==> src/rtl/br_resolve_pipe.sv <==
// Branch-resolution unit: evaluates branches/JAL/JALR, target, link and
// mispredict, then carries the result through a valid/ready pipeline.
//
// Ports: clock, reset (async, active-low), squash (flush in-flight ops)
//   in_*  : issue-side op with valid/ready handshake
//   out_* : resolved result with valid/ready handshake toward CDB/ROB
module br_resolve_pipe #(
  parameter int XLEN       = 32,
  parameter int ROB_IDX_W  = 5,
  parameter int PRF_IDX_W  = 6,
  parameter int PIPE_DEPTH = 2
) (
  input  logic                 clock,
  input  logic                 reset,
  input  logic                 squash,
  input  logic                 in_valid,
  output logic                 in_ready,
  input  logic [1:0]           in_kind,
  input  logic [2:0]           in_func,
  input  logic [XLEN-1:0]      in_rs1,
  input  logic [XLEN-1:0]      in_rs2,
  input  logic [XLEN-1:0]      in_pc,
  input  logic [XLEN-1:0]      in_imm,
  input  logic                 in_pred_taken,
  input  logic [XLEN-1:0]      in_pred_target,
  input  logic [ROB_IDX_W-1:0] in_rob_idx,
  input  logic [PRF_IDX_W-1:0] in_dest_tag,
  output logic                 out_valid,
  input  logic                 out_ready,
  output logic                 out_taken,
  output logic [XLEN-1:0]      out_target,
  output logic [XLEN-1:0]      out_link,
  output logic                 out_mispredict,
  output logic                 out_misalign,
  output logic                 out_illegal,
  output logic [ROB_IDX_W-1:0] out_rob_idx,
  output logic [PRF_IDX_W-1:0] out_dest_tag
);

  localparam int D = PIPE_DEPTH;

  typedef struct packed {
    logic                 taken;
    logic [XLEN-1:0]      target;
    logic [XLEN-1:0]      link;
    logic                 mispredict;
    logic                 misalign;
    logic                 illegal;
    logic [ROB_IDX_W-1:0] rob_idx;
    logic [PRF_IDX_W-1:0] dest_tag;
  } res_t;

  logic            cond;
  logic            bad_func;
  logic            taken;
  logic            illegal;
  logic [XLEN-1:0] tgt;
  logic [XLEN-1:0] pc_imm;
  logic [XLEN-1:0] link;
  logic [XLEN-1:0] jalr_tgt;
  res_t            res;

  assign pc_imm   = in_pc + in_imm;
  assign link     = in_pc + XLEN'(4);
  assign jalr_tgt = (in_rs1 + in_imm) & ~XLEN'(1);

  always_comb begin
    cond     = 1'b0;
    bad_func = 1'b0;
    unique case (in_func)
      3'b000:  cond = (in_rs1 == in_rs2);
      3'b001:  cond = (in_rs1 != in_rs2);
      3'b100:  cond = ($signed(in_rs1) < $signed(in_rs2));
      3'b101:  cond = ($signed(in_rs1) >= $signed(in_rs2));
      3'b110:  cond = (in_rs1 < in_rs2);
      3'b111:  cond = (in_rs1 >= in_rs2);
      default: bad_func = 1'b1;
    endcase
  end

  always_comb begin
    taken   = 1'b0;
    illegal = 1'b0;
    tgt     = pc_imm;
    unique case (in_kind)
      2'b00: begin
        taken   = cond;
        illegal = bad_func;
      end
      2'b01: taken = 1'b1;
      2'b10: begin
        taken = 1'b1;
        tgt   = jalr_tgt;
      end
      default: illegal = 1'b1;
    endcase
  end

  always_comb begin
    res            = '0;
    res.taken      = taken;
    res.target     = taken ? tgt : link;
    res.link       = link;
    // not-taken ops ignore the predicted target entirely
    res.mispredict = (taken != in_pred_taken) |
                     (taken & (tgt != in_pred_target));
    res.misalign   = taken & tgt[1];
    res.illegal    = illegal;
    res.rob_idx    = in_rob_idx;
    res.dest_tag   = in_dest_tag;
  end

  logic [D-1:0] vld_q;
  logic [D-1:0] vld_d;
  logic [D-1:0] rdy;
  res_t         pay_q [D];
  res_t         pay_d [D];

  // rdy[k]: stage k can take a new op (empty, or some stage downstream
  // frees up this cycle) -- this is what collapses bubbles under stall
  always_comb begin
    logic r;
    r = out_ready | ~vld_q[D-1];
    rdy[D-1] = r;
    for (int k = D-2; k >= 0; k--) begin
      r = r | ~vld_q[k];
      rdy[k] = r;
    end
  end

  assign in_ready = rdy[0];

  always_comb begin
    vld_d = vld_q;
    for (int k = 0; k < D; k++) pay_d[k] = pay_q[k];
    if (rdy[0]) begin
      vld_d[0] = in_valid;
      if (in_valid) pay_d[0] = res;
    end
    for (int k = 1; k < D; k++) begin
      if (rdy[k]) begin
        vld_d[k] = vld_q[k-1];
        if (vld_q[k-1]) pay_d[k] = pay_q[k-1];
      end
    end
    if (squash) vld_d = '0;
  end

  always_ff @(posedge clock or negedge reset) begin
    if (!reset) begin
      vld_q <= '0;
      for (int k = 0; k < D; k++) pay_q[k] <= '0;
    end else begin
      vld_q <= vld_d;
      for (int k = 0; k < D; k++) pay_q[k] <= pay_d[k];
    end
  end

  assign out_valid      = vld_q[D-1];
  assign out_taken      = pay_q[D-1].taken;
  assign out_target     = pay_q[D-1].target;
  assign out_link       = pay_q[D-1].link;
  assign out_mispredict = pay_q[D-1].mispredict;
  assign out_misalign   = pay_q[D-1].misalign;
  assign out_illegal    = pay_q[D-1].illegal;
  assign out_rob_idx    = pay_q[D-1].rob_idx;
  assign out_dest_tag   = pay_q[D-1].dest_tag;

endmodule

==> config.mk <==
export PLATFORM = sky130hd
export DESIGN_NAME = br_resolve_pipe
export DESIGN_NICKNAME = d
export VERILOG_FILES = /design/src/rtl/br_resolve_pipe.sv
export SDC_FILE = /design/constraint.sdc
export NUM_CORES = 1
export LEC_CHECK = 0
export CAP_MARGIN = 20
export CORE_UTILIZATION = 30
export CTS_CLUSTER_SIZE = 16
export DETAILED_ROUTE_END_ITERATION = 8
export PLACE_DENSITY = 0.61
export SYNTH_ARGS = -nofsm -noshare
export SYNTH_HDL_FRONTEND = slang
export SYNTH_SLANG_ARGS = --single-unit
==> constraint.sdc <==
create_clock -name clock -period 3.7 [get_ports clock]
set_input_delay 0.555 -clock clock [delete_from_list [all_inputs] [get_ports clock]]
set_output_delay 0.555 -clock clock [all_outputs]
set_load 0.01 [all_outputs]
# Word level (Yosys, flattened, before mapping)
# Cells that the tools add are included.
totals:
  regBits: 160
  inputBits: 182
  out_inout_bits: 81
  wordCells: 60
classes:
  n_addsub: 3
  magnitude_cmp: 4
  eq_ne: 11
  mux: 9
  bitwise_logic: 7
  reduce_logical: 8
op_table:
  columns: ["cell", "count"]
  rows:
  - ["32-bit adder", 2]
  - ["32-bit greater-or-equal comparator", 2]
  - ["32-bit less-than comparator", 2]
  - ["32-bit 2-to-1 mux", 2]
  - ["32-bit inequality test", 2]
  - ["32-bit by 3-bit adder with 32-bit output, second input constant", 1]
  - ["32-bit == test", 1]
  - ["3-bit == test, second input constant", 4]
  - ["1-bit one-hot mux with 6 select lines", 1]
  - ["6-bit OR reduction", 1]
  - ["1-bit one-hot mux with 2 select lines", 2]
  - ["2-bit AND reduction", 2]
  - ["2-bit nonzero test", 2]
  - ["3-bit by 1-bit == test with 1-bit output, second input constant", 1]
  - ["3-bit logical NOT", 1]
  - ["1-bit 2-to-1 mux", 3]
  - ["1-bit OR", 3]
  - ["1-bit bitwise AND", 2]
  - ["2-bit by 1-bit == test with 1-bit output, second input constant", 1]
  - ["2-bit == test, second input constant", 1]
  - ["2-bit logical NOT", 1]
  - ["2-bit 2-to-1 mux", 1]
  - ["1-bit inverter", 2]
  - ["2-bit OR reduction", 1]
  - ["1-bit inequality test", 1]

# Longest topological paths before layout
depth:
  depth_word: 5
  depth_mapped: 14

# Least setup slack after synthesis
# Ideal clock, no wire load.
synth_timing:
  kind: "in2reg"
  startpoint: "input in_pc[0]"
  endpoint: "register, netlist name pay_q[92]"
  arrival_ps: 3327
  path_slack_ps: 246
  cell_stages: 13
  n_path_buf: 0
  cell_sequence: "ha_1 fa_1 a21oi_2 o21ai_2 a221o_2 and4b_4 a311oi_4 xor2_1 nand4b_1 a2111oi_2 nand4_1 nor4_1 nor3_1"
synth_between:
  elab_chain_len: 5
synth_rtl:
  columns: ["item", "line", "text"]
  rows:
  - ["start: declaration", "22", "input logic [XLEN-1:0] in_pc,"]
  - ["32-bit adder", "63", "assign pc_imm = in_pc + in_imm;"]
  - ["32-bit 2-to-1 mux", "85", "unique case (in_kind)"]
  - ["32-bit inequality test", "106", "(taken & (tgt != in_pred_target));"]
  - ["1-bit bitwise AND", "106", null]
  - ["1-bit OR", "105", "res.mispredict = (taken != in_pred_taken) |"]
# Every way passes these cells.
# A chain may end at the register's enable or synchronous reset.

# Worst setup path in the final report
layout_timing:
  startpoint: "input in_imm[15]"
  endpoint: "register, netlist name pay_q[92]"
layout_between:
  elab_chain_len: 5
  elab_cells_between_ends: 6
layout_rtl:
  columns: ["item", "line", "text"]
  rows:
  - ["start: declaration", "23", "input logic [XLEN-1:0] in_imm,"]
  - ["32-bit adder, on equally long branches", "63, 65", null]
  - ["32-bit 2-to-1 mux *", "85", null]
  - ["32-bit inequality test *", "106", null]
  - ["1-bit bitwise AND *", "106", null]
  - ["1-bit OR *", "105", null]
# Mark *: on every way between the ends. The rest lies on a longest branch, timed or not.

==> results.txt <==
The worst slack on hold paths came out at 0.177 ns. The number of clock buffers added by TritonCTS is 17. Summing over every cut layer, the via total after detailed routing is 12.8k.

By area the synthesized netlist is led by dfrtp_1 (30%), ha_1 (9.2%), mux2_2 (7.2%). The max-slew violation count came to 0. The initial antenna violation count came out at 6. The synthesized design spends more area on one cell type than any other, namely dfrtp_1. The mean area per synthesized cell came out at 8.71 µm². The category of the worst setup path capture point is a flop. Ranked by instance count, the synthesized netlist is headed by nand2_1 (209), dfrtp_1 (160), ha_1 (97), nor2_1 (97), o21ai_0 (92).

The worst path arrival time is 3.91 ns. The sequential cell area in the final layout is 4000 µm². The layout overhead on the synthesized area is 49.0%. By area, the combinational part of the netlist is dominated by simple AND/OR/NAND/NOR gates. The first-pass detailed-route iteration total is 5. The detailed router finished its first iteration with 626 violations.

The detail-routed via count per cell is 4.90. The first global-routing pass estimated 71,800 µm of wire. The largest clock skew in the final design came out at 0.00812 ns.

The reported leakage power came out at 8.71 nW. For this run, the share of the core covered by cells in the final layout is 45.5%. The worst register-to-register path ends at pay_q[92]. After global routing the overflow that remains totals 0. The logic depth of the worst register-to-register path is 10. The vertical extent of the die is 212 µm. By instance count, the cell type seen most on the critical path is buf_4. The share of the clock period used by the worst path came out at 97.0%. In this run the critical register-to-register path is launched from vld_q[0]. The share of the Yosys chip area taken by registers is 30.3%. The global placer's final weighted congestion came out at 0.923. The count of final hold-check violations came out at 0. The highest clock rate is 0.278 GHz. The xor and xnor area share after synthesis is 7.53%. The layout filler cell count came out at 4,211. The area of the die is 44,900 µm².

The most common cell in the synthesized netlist is nand2_1. TritonCTS built the clock tree. The final routed DRC violation total came out at 0.

The tree is rooted in a clkbuf_16. The number of flops mapped to enable cells by yosys is 0. The critical path is of the in2reg type.

The total number of nets in the final design is 2,285. For this design, the slowest cell found on the critical path is clkdlybuf4s50_1. The register-to-register setup slack came out at 0.95 ns. STA classifies the critical path startpoint as a primary input. The pin count of the biggest net entering global routing came out at 90. The clock transition at the register clock pins on the worst setup and hold paths after CTS came out at 0.06 ns. The worst-skew pair later-pin latency came out at 0.43 ns. The largest driver fanout on the critical path came out at 3. In this run the worst hold path is classified as in2async. The synthesized-area fraction occupied by and/or/nand/nor cells came out at 17.9%. The largest incremental delay on the critical path is 0.47 ns. The fraction of synthesized cell area taken by the top area cell type is 30.3%. The count of pins on the block boundary is 263.

Synthesis inferred 160 register bits. At the pin with the least slew margin, the transition time is 0.863 ns. The adder-cell area share of the yosys netlist is 9.49%. The clock tree synthesis step divided the H-tree into 4 levels.

The fraction of layout instances using a drive strength above 1 came out at 28.7%. The count of cell types in the netlist came out at 98. The antenna violation net count after detailed routing is 0. In this run the horizontal extent of the chip is 212 µm. The net count of the mapped netlist is 1,798. In the synthesized netlist, mux cells make up 9.11% of the area.

The global-route usage over all layers came out at 20.9%. In this run, post-CTS hold repair placed 0 buffers. The final critical delay including setup and external delays came out at 3.59 ns.

The initial core utilization came out at 30.5%. The signal on the critical path passes through clkdlybuf4s50_1 > ha_1 > buf_4 > nand2_1 > o21ai_1 > a211oi_2 > a31oi_2 > a21boi_0 > buf_4 > xor3_1 > nand3_1 > a2111oi_4 > nand4_1 > nor4_2 > nor3_1. The number of warning messages in the yosys log came out at 0. The estimated wirelength of the detail-placed design came out at 39,000 µm. The number of port buffers came out at 262. In the final layout, the multi-input gates occupy 8850 µm².

The final cell count without fillers is 2,605. The post-synthesis instance total is 1,517. The average routed wire per standard cell is 18.1 µm. Of all flip-flops after synthesis, the portion carrying an async set or reset was 100%.

The post-synthesis compound-gate area fraction is 17.7%. The number of maximum-capacitance violations came out at 0. The data required time at the worst endpoint came out at 4.01 ns.

The total setup violations reported at the end of the flow is 0. The cell area after synthesis is 13,200 µm². The flow ran to the end, and the final reports show no timing, DRC or antenna violations. The number of rows in the core area came out at 76. The clock drives 160 sinks. Power spread over the standard cell area amounts to 366 nW/µm². The headroom to the max-slew limit came out at 42.4%. The clock tree buffer depth came out at 2. The maximum resistive drop on vdd came out at 0.000245 V. The via count of the first global-routing pass was 12.8k. The total area inside the core boundary comes to 43,300 µm². Once placement completed, the tool counted placed cells totaling 2,558.

Wires add up to 47,100 µm. For this run, the leading register cell type out of synthesis is dfrtp_1.
## critical path, delay by kind of cell
kind                       cells  cell delay, ns
AOI/OAI and AO/OA              5            1.30
buffers and inverters          3            0.74
adders and majority gates      1            0.33
xor gates and xnor gates       1            0.21
and+or+nand+nor                5            0.75
## state kept, by name, indices dropped and copies added, names as in the netlist
name and cells:
pay_q 79, out_link 32, out_target 32, out_dest_tag 6, out_rob_idx 5, vld_q 2
out_illegal 1, out_misalign 1, out_mispredict 1, out_taken 1
## logic make-up (layout without fill, tap and decap cells)
logic type	Yosys count	count (layout)
adder cells (fa/ha/maj)	99	99
multiplexers	109	109
buffers and inverters	196	696
flip-flops	160	160
other	0	3
AND/OR/NAND/NOR	498	498
AO/OA/AOI/OAI	348	348
XOR/XNOR	107	107
## worst max path at each step
| stage | cells past startpoint | from | to |
|---|---|---|---|
| 2_1_floorplan | 13 | in_pc[0] | pay_q[92] |
| 4_1_cts | 14 | in_rs1[2] | pay_q[92] |
| 3_5_place_dp | 14 | in_imm[12] | pay_q[92] |
| 6_report | 15 | in_imm[15] | pay_q[92] |
| 5_1_grt | 15 | in_imm[15] | pay_q[92] |
| 3_3_place_gp | 14 | in_imm[12] | pay_q[92] |
## layer usage
metal | routed length (µm) | GRT usage (%) | share of wire [%]
met1 | 22000 | 28.3 | 47
met2 | 21900 | 34.1 | 46
met3 | 1990 | 2.71 | 4.2
met4 | 1170 | 6.77 | 2.5
met5 | 35 | 0 | 0.074
## metrics by stage
step	setup WS (ns)	setup TNS, ns	power, mW	cell area [µm²]
after detailed placement	-0.745	-8.63	5.34	18300
after floorplan	0.246	0	3.93	13200
after global placement	-0.749	-7.08	5.29	18300
after global routing	-0.0583	-0.0583	7.63	19700
after CTS	0.00295	0	7.14	19100
final	0.109	0	7.19	19700
## cell type report
type | count | area share, %
sequential | 160 | 20.3
antenna | 3 | 0.0381
timing repair buffer | 606 | 26.9
inverter | 58 | 1.11
clock inverter | 13 | 0.699
clock buffer | 19 | 2.25
multi-input combinational | 1161 | 45.0
tap | 585 | 3.72
## layout by cell type (no fill, tap or decap), types with 35 or more instances in the layout
cell type and instances:
a21oi_1 78, buf_4 338, clkdlybuf4s50_1 227, dfrtp_1 160
ha_1 73, inv_1 57, mux2_2 85, nand2_1 207
nand3_1 37, nand4_1 35, nor2_1 95, o21ai_0 85
xnor2_1 55, xor2_1 46
## report_power, final
| part | internal [mW] | switching, mW | leakage [nW] | total (mW) |
|---|---|---|---|---|
| Clock | 1.01 | 0.716 | 0.280 | 1.73 |
| Sequential | 2.08 | 0.190 | 1.95 | 2.27 |
| Combinational | 1.72 | 1.48 | 6.49 | 3.20 |
## what timing repair did
action,in CTS,in global routing
gates resized for setup,49,92
hold endpoints to repair,0,0
endpoints found under the setup margin,2,4
pin swaps,19,36
buffers inserted,4,8
Power figures use the tool's default switching activity.
